**config.mk**
```make
export PLATFORM = sky130hd
export DESIGN_NAME = hex_display_scanner
export DESIGN_NICKNAME = d
export VERILOG_FILES = /design/src/rtl/hex_display_scanner.sv
export SDC_FILE = /design/constraint.sdc
export NUM_CORES = 1
export LEC_CHECK = 0
export ABC_AREA = 0
export ABC_CLOCK_PERIOD_IN_PS = 2500
export BUFFER_PORTS_ARGS = -buffer_cell sky130_fd_sc_hd__buf_2
export CAP_MARGIN = 20
export CORE_MARGIN = 1.5
export CORE_UTILIZATION = 58
export CTS_CLUSTER_SIZE = 28
export DETAILED_ROUTE_END_ITERATION = 7
export PLACE_DENSITY = 0.89
export SKIP_CTS_REPAIR_TIMING = 1
export SYNTH_ARGS = -nofsm -noshare
export SYNTH_HDL_FRONTEND = slang
export SYNTH_SLANG_ARGS = --single-unit
```
**constraint.sdc**
```tcl
create_clock -name clock -period 2.5 [get_ports clock]
set_clock_uncertainty 0.15 [all_clocks]
set_input_delay 0 -clock clock [delete_from_list [all_inputs] [get_ports clock]]
set_output_delay 0 -clock clock [all_outputs]
set_load 0.02 [all_outputs]
```
**src/rtl/hex_display_scanner.sv**
```systemverilog
`default_nettype none
// ============================================================================
// Module      : hex_display_scanner
// Description : Time-multiplexed 7-segment scanner for a packed hex word.
//               Double-buffered (pending/active) with frame-boundary swap,
//               per-slot guard blanking, leading-zero suppression and
//               per-digit decimal points. Outputs are registered.
// Revision    : 1.0 - initial release
// ============================================================================
module hex_display_scanner #(
  parameter int NUM_DIGITS      = 4,
  parameter int SCAN_DIV        = 1000,
  parameter int BLANK_CYCLES    = 16,
  parameter bit LEAD_ZERO_BLANK = 1'b1
) (
  input  logic                    clock,
  input  logic                    reset,
  input  logic                    enable,
  input  logic                    load,
  input  logic [4*NUM_DIGITS-1:0] value,
  input  logic [NUM_DIGITS-1:0]   dp_mask,
  output logic [7:0]              segments,
  output logic [NUM_DIGITS-1:0]   digit_sel,
  output logic                    frame_done
);

  localparam int PW = $clog2(SCAN_DIV);
  localparam int IW = (NUM_DIGITS > 1) ? $clog2(NUM_DIGITS) : 1;
  localparam logic [PW-1:0] LAST_P  = PW'(SCAN_DIV - 1);
  localparam logic [PW-1:0] BLANK_P = PW'(BLANK_CYCLES);
  localparam logic [IW-1:0] LAST_I  = IW'(NUM_DIGITS - 1);

  logic [PW-1:0]             prescaler;
  logic [IW-1:0]             index;
  logic                      enable_q;
  logic [4*NUM_DIGITS-1:0]   pending_value;
  logic [NUM_DIGITS-1:0]     pending_dp;
  logic [4*NUM_DIGITS-1:0]   active_value;
  logic [NUM_DIGITS-1:0]     active_dp;

  logic [3:0]                nibbles [NUM_DIGITS];
  logic [NUM_DIGITS-1:0]     zeros_from;
  logic [3:0]                cur_nibble;
  logic                      cur_blank;
  logic                      at_boundary;
  logic [NUM_DIGITS-1:0]     cur_onehot;

  // Seven-segment {g..a} pattern for one hex nibble.
  function automatic logic [6:0] decode(input logic [3:0] n);
    case (n)
      4'h0: return 7'h3F;
      4'h1: return 7'h06;
      4'h2: return 7'h5B;
      4'h3: return 7'h4F;
      4'h4: return 7'h66;
      4'h5: return 7'h6D;
      4'h6: return 7'h7D;
      4'h7: return 7'h07;
      4'h8: return 7'h7F;
      4'h9: return 7'h6F;
      4'hA: return 7'h77;
      4'hB: return 7'h7C;
      4'hC: return 7'h39;
      4'hD: return 7'h5E;
      4'hE: return 7'h79;
      default: return 7'h71;
    endcase
  endfunction

  // Split the active word into nibbles and find where the leading-zero run begins.
  // zeros_from[k] is set when nibbles k..NUM_DIGITS-1 are all zero.
  always_comb begin
    zeros_from = '0;
    for (int k = 0; k < NUM_DIGITS; k++) begin
      nibbles[k] = active_value[4*k +: 4];
    end
    zeros_from[NUM_DIGITS-1] = (nibbles[NUM_DIGITS-1] == 4'h0);
    for (int k = NUM_DIGITS - 2; k >= 0; k--) begin
      zeros_from[k] = zeros_from[k+1] && (nibbles[k] == 4'h0);
    end
  end

  // Per-slot view of the current digit; digit 0 is never suppressed.
  always_comb begin
    cur_nibble  = nibbles[index];
    cur_blank   = LEAD_ZERO_BLANK && (index != '0) && zeros_from[index];
    cur_onehot  = NUM_DIGITS'(1) << index;
    at_boundary = (prescaler == LAST_P) && (index == LAST_I);
  end

  // Pending buffer: captures every load strobe, independent of enable.
  always_ff @(posedge clock or posedge reset) begin
    if (reset) begin
      pending_value <= '0;
      pending_dp    <= '0;
    end else if (load) begin
      pending_value <= value;
      pending_dp    <= dp_mask;
    end
  end

  // Scan counters and active buffer; active swaps only at a frame boundary
  // or when scanning restarts, so a frame never shows a mix of two words.
  always_ff @(posedge clock or posedge reset) begin
    if (reset) begin
      prescaler    <= '0;
      index        <= '0;
      enable_q     <= 1'b0;
      active_value <= '0;
      active_dp    <= '0;
    end else begin
      enable_q <= enable;
      if (enable) begin
        if (!enable_q || at_boundary) begin
          active_value <= pending_value;
          active_dp    <= pending_dp;
        end
        if (prescaler == LAST_P) begin
          prescaler <= '0;
          index     <= (index == LAST_I) ? '0 : index + 1'b1;
        end else begin
          prescaler <= prescaler + 1'b1;
        end
      end else begin
        prescaler <= '0;
        index     <= '0;
      end
    end
  end

  // Registered outputs, one cycle behind the counter state; guard cycles dark.
  always_ff @(posedge clock or posedge reset) begin
    if (reset) begin
      segments   <= '0;
      digit_sel  <= '0;
      frame_done <= 1'b0;
    end else if (!enable) begin
      segments   <= '0;
      digit_sel  <= '0;
      frame_done <= 1'b0;
    end else begin
      frame_done <= at_boundary;
      if (prescaler < BLANK_P) begin
        segments  <= '0;
        digit_sel <= '0;
      end else begin
        digit_sel <= cur_onehot;
        segments  <= {active_dp[index], cur_blank ? 7'h00 : decode(cur_nibble)};
      end
    end
  end

endmodule
`default_nettype wire

```
**Yosys cells after proc, flatten, opt, wreduce, memory -nomap -nowiden**

Memories as Yosys holds them, arrays and structs flattened.
Cells that the tools add are included.

- Bits in read-only memories: 112
- Bits in latches: 0
- Register bits after elaboration: 66
- Memories kept: 1
- Input port bits: 24
- Bits in writable memories: 0

- Bitwise gates (word level): 1
- Mux-type cells: 18
- Shift-type cells: 1
- Divide/modulo/power cells: 0
- Equality and inequality tests: 3
- $mul: 0
- Magnitude comparators: 3
- $add $sub $neg: 2
- Reductions and logical operators: 13

Memory list:

| memory | words | width | read ports | clocked after memory_dff | wr ports | RTL line | RTL |
|---|---|---|---|---|---|---|---|
| (name not given) | 16 | 7 | 1 | 0 | 0 | 50 | `case (n)` |

Operators by type and width:

| operator | count |
|---|---|
| $mux 10 | 2 |
| $logic_not 4->1 | 4 |
| $mux 4 | 4 |
| $mux 8 | 2 |
| $add 10x1->10 const B | 1 |
| $eq 10x10->1 const B | 1 |
| $lt 10x5->1 const B | 1 |
| $bmux 4 s2 | 1 |
| $mux 7 | 1 |
| $mux 2 | 3 |
| $logic_and 1x1->1 | 5 |
| $bmux 1 s2 | 2 |
| $shl 1x2->4 const A | 1 |
| $ge 3x3->1 const B | 1 |
| $lt 2x3->1 const B | 1 |
| $mux 1 | 3 |
| $not 2->3 | 1 |
| $add 2x1->2 const B | 1 |
| $eq 2x2->1 const B | 1 |
| $ne 2x1->1 const B | 1 |
| $reduce_and 2->1 | 1 |
| $reduce_bool 2->1 | 1 |
| $logic_not 1->1 | 1 |
| $logic_or 1x1->1 | 1 |

**Longest topological paths before layout**

Gate-level depths: netlist of the first run.

- Word-level depth: 10
- Depth in mapped cells: 8
- Gate-level depth less buffers: 7

**Worst setup path after synthesis of the first run**

OpenSTA, ideal clock, no wires.

- Path type: register to register
- Start: reg index[0]
- End: reg segments[1]
- Setup time: 148 ps
- Required time: 2,202 ps
- Path buffers: 1
- Arrival time: 1,918 ps
- Slack: 284 ps
- Stages on the path, launching flop included: 7
- Clock period less this slack: 2,216 ps
- Path through: dfrtp_1 -> buf_2 -> inv_1 -> ha_1 -> or4_1 -> o41ai_2 -> nor3_1

- Longest elaborated chain between the ends: 8
- Elaborated cells between the ends (all ways): 12
- Those cells by class: mux (8); bitwise (1); reduce/logical (2); memory (1)

RTL lines:

| item | RTL line | RTL |
|---|---|---|
| from (decl) | 34 | `logic [IW-1:0] index;` |
| from (signal assigned) | 120 | `index <= (index == LAST_I) ? '0 : index + 1'b1;` |
| $not 2->3 (implied by the code) | 85 | `cur_nibble = nibbles[index];` |
| $bmux 4 s2 | 85 |  |
| $mux 4 (implied by the code) (2 in series) | 85 |  |
| $mem_v2 16x7 | - |  |
| $mux 7 (*) | 148 | `segments <= {active_dp[index], cur_blank ? 7'h00 : decode(cur_nibble)};` |
| $mux 8 (*) | 143 | `if (prescaler < BLANK_P) begin` |
| $mux 8 (*) | 137 | `end else if (!enable) begin` |
| to (signal assigned) | 148 |  |
| to (decl) | 22 | `output logic [7:0] segments,` |

Every way passes the cells marked *; elsewhere a longest branch is shown, timed or not. The select of a mux whose other input is x is not followed.
A chain may end at the register's enable or synchronous reset.

**Worst setup path after layout of the first run**

- Start: reg prescaler[5]
- End: reg active_value[12]

- Longest elaborated chain between the ends: 4

RTL lines:

| item | RTL line | RTL |
|---|---|---|
| from (decl) | 33 | `logic [PW-1:0] prescaler;` |
| from (signal assigned) | 122 | `prescaler <= prescaler + 1'b1;` |
| $eq 10x10->1 | 88 | `at_boundary = (prescaler == LAST_P) && (index == LAST_I);` |
| $logic_and 1x1->1 | 88 |  |
| $logic_or 1x1->1 | 114 | `if (!enable_q \|\| at_boundary) begin` |
| $reduce_and 2->1 (no source line) | - |  |
| to (signal assigned) | 115 | `active_value <= pending_value;` |
| to (decl) | 38 | `logic [4*NUM_DIGITS-1:0] active_value;` |

Every way passes these cells.

==> impl_metrics.toml, run 1 <==
[final_layout]
area_growth_pct = 22.2
drive_gt1_share_pct = 36.5
fin_cells = 374
nNetsFinal = 336
diodes = 0
fin_util_pct = 74.2

[critical_path]
arrival_ns = 2.36
reg2reg_to = "active_value[12]$_DFFE_PP0P_"
worstRegToRegCells = 6
path_class = "reg2reg"
endpoint_kind = "flop"
cpLargestDelayFamily = "simple AND/OR/NAND/NOR gates"
crit_buf_inv = 1
start_kind = "flop"
path_cells = "nand4_2, or4_4, o21ai_2, nand2_2, buf_4, mux2_4"
r2r_slack_ns = 0.21
critical_path.max_fanout = 20
worst_r2r_startpoint = "prescaler[5]$_DFF_PP0_"
setup.worst_path.start = "prescaler[5]$_DFF_PP0_"
cp.required_ns = 2.57
cpPeakStageDelay_ns = 0.58
slowest_stage = "or4_4"

[die]
core_area_mm2 = 0.00517
io_pins = 37
num_rows = 26
start_util_pct = 60.8
fp.dieW_um = 76.6
die_h_um = 76.6
die_area_mm2 = 0.00587

[timing]
hold_ws_ns = 0.0133
fmax_ghz = 0.436
tightest_slew_ns = 0.459
maxSlewViolCount = 0
hold_violations = 0
final.min_clock_period_ns = 2.29
rsz0062_at_grt = "no"
worst_slack_ns = 0.209
slew_headroom_pct = 69.4
setup_tns_ns = 0
finalCritPeriodShare_pct = 91.7
setup_violations = 0

[synthesis]
synth_top_cell_by_area = "dfrtp_1"
ys_seq_area_share_pct = 52.5
netlist_top_cells_area = "dfrtp_1 (53%), mux2_4 (9.6%), mux2_2 (7.9%), ha_1 (4.4%), mux4_2 (3.6%)"
syn_nets = 268
syn_inst = 233
ys_ff_latch = 66
avgSynthCellArea_um2 = 13.5
ys_types = 42
yosysWarnings = 0
syn-cell-area_mm2 = 0.00314
yosysTopAreaCellShare_pct = 52.5

[power]
p_per_area_mw_per_mm2 = 692
p_sw_mw = 0.650
netSwitchingFraction_pct = 24.5
ir_worst_vdd_mv = 0.507
p_comb_share_pct = 16.7
p_seq_share_pct = 47.6
pwr-share-clk_pct = 35.7
leakagePower_nw = 1.85
intPower_mw = 2.01

[placed_design]
portBuffers = 36
dp_slack_ns = 0.207
gp_congestion = 0.816
dp_hpwl_um = 3760
dp.cells = 338

[cts]
cts_buffers = 9
cts_buffer_depth = 2
clkSinkCount = 66
root_buffer = "clkbuf_8"
path_clk_slew_ns = 0.07
clkLatencyLatePin_ns = 0.33
htreeDepth = 3
cts_tree = "done"

[routing]
via_per_inst = 5.33
routed_wl_um = 5670
drcViolationCount = 0
antenna_left = 0
vias = 1995
drt_iter0_markers = 103
wire_per_inst_um = 15.2
drtPass1Iterations = 4

[grt]
grt_pass1_vias = 2014
grt_max_degree = 28
overflow = 0
grt_util_all_layers_pct = 20.8
antenna_found_initial = 0
grt_pass1_wl_um = 9430

[worst_hold_path]
min_path_type = "in2async"

[job]
drv_cap = 0

[run_status]
outcome = "complete, no violations"
[power by group through the flow]
stage | registers, mW | logic [mW] | clock network [mW]
global placement | 1.28 | 0.398 | 0
finish | 1.27 | 0.443 | 0.949
detailed placement | 1.28 | 0.412 | 0
CTS | 1.26 | 0.415 | 0.964
floorplan | 1.25 | 0.347 | 0
global route | 1.28 | 0.487 | 1.01
[final cells by class]
class	count	area (µm²)
Clock inverter	3	65.1
Timing Repair Buffer	64	445
Sequential cell	66	1650
Multi-Input combinational cell	148	1400
Inverter	12	45.0
Tap cell	70	87.6
Fill cell	329	1330
Clock buffer	11	141
[synth_stat cells (all sizes together)]
| library cell | n |
|---|---|
| dfrtp | 66 |
| mux2 | 42 |
| nor2 | 13 |
| inv | 12 |
| ha | 11 |
| and2 | 8 |
| mux2i | 7 |
| nand2 | 7 |
| xnor2 | 6 |
| a21oi | 5 |
| mux4 | 5 |
| xor2 | 5 |
| buf | 4 |
| or4 | 4 |
| a211oi | 3 |
| clkbuf | 3 |
| nand3 | 3 |
| nor2b | 3 |
| nor3 | 3 |
| nor4 | 3 |
| a31oi | 2 |
| and3 | 2 |
| nand4 | 2 |
| nor3b | 2 |
| o21ai | 2 |
| o41ai | 2 |
| a221oi | 1 |
| a311oi | 1 |
| nand2b | 1 |
| o221ai | 1 |
| o22ai | 1 |
| o31a | 1 |
| o31ai | 1 |
| or3 | 1 |
[through the flow]
stage               cell area, µm²  power, mW
floorplan                     3140       1.59
global placement              3410       1.67
detailed placement            3410       1.70
CTS                           3620       2.64
global route                  3840       2.77
finish                        3840       2.66
[layer usage]
metal / vias up / share of wire, % / global-route usage, %
met2: 45 / 50 / 33.8
met5: - / 0 / 0
met4: 0 / 1.9 / 10.0
met1: 973 / 45 / 26.9
li1: 965 / - / -
met3: 12 / 2.8 / 4.31
[logic make-up after synthesis]
logic type	after synthesis	share of synthesized area [%]
DFF	66	52.5
muxes	54	23.2
and+or+nand+nor	52	9.24
AOI/OAI and AO/OA	20	4.70
buffers and inverters	19	2.83
xor gates and xnor gates	11	3.07
adders and majority gates	11	4.38
[worst max path at each step]
stage                                   endpoint  depth (start not counted)
detailed placement         segments[0]$_DFF_PP0_                          6
finish              active_value[12]$_DFFE_PP0P_                          6
floorplan                  segments[1]$_DFF_PP0_                          6
global route        active_value[12]$_DFFE_PP0P_                          7
global placement           segments[0]$_DFF_PP0_                          6
CTS                        segments[0]$_DFF_PP0_                          6
[worst reg2reg max path: stages, from the launching register on]
cell and delay [ns]:
dfrtp_1 0.45, nand4_2 0.18, or4_4 0.58, o21ai_2 0.15, nand2_2 0.06, buf_4 0.25, mux2_4 0.35
[placed cells by master (no fill, tap or decap), types with 2 or more instances in the layout]
cell type      instances
buf_4                  6
nor3b_1                2
xnor2_1                6
buf_2                 36
mux2i_1                7
and2_1                 8
a31oi_1                2
bufinv_16              2
nor3_1                 3
a21oi_1                5
nor2_1                13
dlygate4sd3_1         22
inv_1                 11
ha_1                  11
dfrtp_1               65
nand2_1                6
nand3_1                3
nor2b_1                3
mux2_2                22
a211oi_1               3
nor4_1                 3
or4_2                  2
xor2_1                 5
clkbuf_8              10
mux2_4                20
mux4_2                 5
and3_1                 2
[state kept, by name, summed over array words and instances (netlist names)]
register	flops
digit_sel	4
active_value	16
pending_dp	4
pending_value	16
segments	8
enable_q	1
prescaler	10
frame_done	1
index	2
active_dp	4
No activity file was read; power rests on OpenSTA's default activity.
==> inputs of run 2 (changes only) <==
- RECOVER_POWER: default -> 50
==> impl_metrics.toml, run 2 (same netlist as run 1, synthesis figures left out) <==
[run_status]
outcome = "complete, no violations"

[cts]
root_buffer = "clkbuf_8"
path_clk_slew_ns = 0.07
htreeDepth = 3
cts_tree = "done"
cts_buffers = 9
clkLatencyLatePin_ns = 0.33
clkSinkCount = 66
cts_buffer_depth = 2

[routing]
met3_length_um = 160
routed-wl-met2_um = 2840
antenna_left = 0
m1WireLength_um = 2580
drt_iter0_markers = 81
routed_wl_um = 5670
drcViolationCount = 0
via_per_inst = 5.32
drtPass1Iterations = 4
vias = 1988
highest_layer = "met4"
wire_per_inst_um = 15.2

[die]
die_h_um = 76.6
num_rows = 26
core_area_mm2 = 0.00517
start_util_pct = 60.8
die_area_mm2 = 0.00587
fp.dieW_um = 76.6
io_pins = 37

[timing]
slew_headroom_pct = 61.4
final.min_clock_period_ns = 2.30
tightest_slew_ns = 0.578
fmax_ghz = 0.434
finalCritPeriodShare_pct = 92.1
hold_ws_ns = 0.0721
rsz0062_at_grt = "no"
setup_violations = 0
worst_slack_ns = 0.197
maxSlewViolCount = 0
setup_tns_ns = 0
hold_violations = 0

[power]
intPower_mw = 2.01
p_seq_share_pct = 47.7
p_sw_mw = 0.648
pwr-share-clk_pct = 35.7
netSwitchingFraction_pct = 24.4
leakagePower_nw = 1.79
ir_worst_vdd_mv = 0.505
finalPower_mw = 2.65
p_comb_share_pct = 16.6
p_per_area_mw_per_mm2 = 694

[placed_design]
dp.cells = 338
dpl-instance-area_mm2 = 0.00341
dp_hpwl_um = 3760
gp_congestion = 0.816
dp_slack_ns = 0.207
portBuffers = 36

[final_layout]
diodes = 0
drive_gt1_share_pct = 31.6
fin_area_mm2 = 0.00382
fin_cells = 374
nNetsFinal = 336
fillers = 341
area_growth_pct = 21.6
fin_util_pct = 73.9
regArea_mm2 = 0.00165
multi_input_area_mm2 = 0.00140
top_regs = "active_value (16), pending_value (16), prescaler (10)"
layout_common_cells = "dfrtp_1 (65), mux2_2 (22), dlygate4sd3_1 (22), buf_2 (22), mux2_4 (20)"
final_common_cell = "dfrtp_1"

[grt]
grt_util_all_layers_pct = 20.8
antenna_found_initial = 0
grt_pass1_wl_um = 9430
grt_pass1_vias = 2014
overflow = 0
grt_max_degree = 28

[worst_hold_path]
holdPathEnd = "pending_value[0]$_DFFE_PP0P_"
hold-path-cell-count = 2
hold_start = "load"
min_path_type = "in2reg"

[critical_path]
start_kind = "flop"
path_class = "reg2reg"
cp.required_ns = 2.57
r2r_slack_ns = 0.20
critical_path.max_fanout = 20
reg2reg_to = "active_value[12]$_DFFE_PP0P_"
arrival_ns = 2.37
worst_r2r_startpoint = "prescaler[5]$_DFF_PP0_"
worstRegToRegCells = 6
endpoint_kind = "flop"

[job]
drv_cap = 0
-- run 2: per-layer routing --
layer  track usage [%]  vias up
met5                 0        -
met4              10.0        0
met1              26.9      969
met2              33.8       42
met3              4.31       11
li1                  -      966
-- run 2: critical path, cell delays in order (launching register included) --
cell	delay (ns)
dfrtp_1	0.46
nand4_2	0.18
or4_4	0.58
o21ai_2	0.15
nand2_2	0.06
buf_4	0.26
mux2_4	0.34
-- run 2: cell type report --
class / count / share of cell area, %
sequential: 66 / 43.2
tap: 70 / 2.29
clock inverter: 3 / 1.70
inverter: 12 / 1.18
timing repair buffer: 64 / 11.2
multi-input combinational: 148 / 36.7
clock buffer: 11 / 3.70
-- run 2: worst max path at each step --
stage / startpoint / to / cells after the start
after floorplan: index[0]$_DFFE_PP0P_ / segments[1]$_DFF_PP0_ / 6
after global placement: index[0]$_DFFE_PP0P_ / segments[0]$_DFF_PP0_ / 6
after detailed placement: index[0]$_DFFE_PP0P_ / segments[0]$_DFF_PP0_ / 6
after CTS: index[0]$_DFFE_PP0P_ / segments[0]$_DFF_PP0_ / 6
after global routing: prescaler[0]$_DFF_PP0_ / active_value[12]$_DFFE_PP0P_ / 7
final: prescaler[5]$_DFF_PP0_ / active_value[12]$_DFFE_PP0P_ / 6
-- run 2: power groups by stage --
stage,sequential [mW],combinational [mW],clock (mW)
floorplan,1.25,0.347,0
global placement,1.28,0.398,0
detailed placement,1.28,0.412,0
finish,1.27,0.442,0.948
CTS,1.26,0.415,0.964
global route,1.28,0.486,1.01
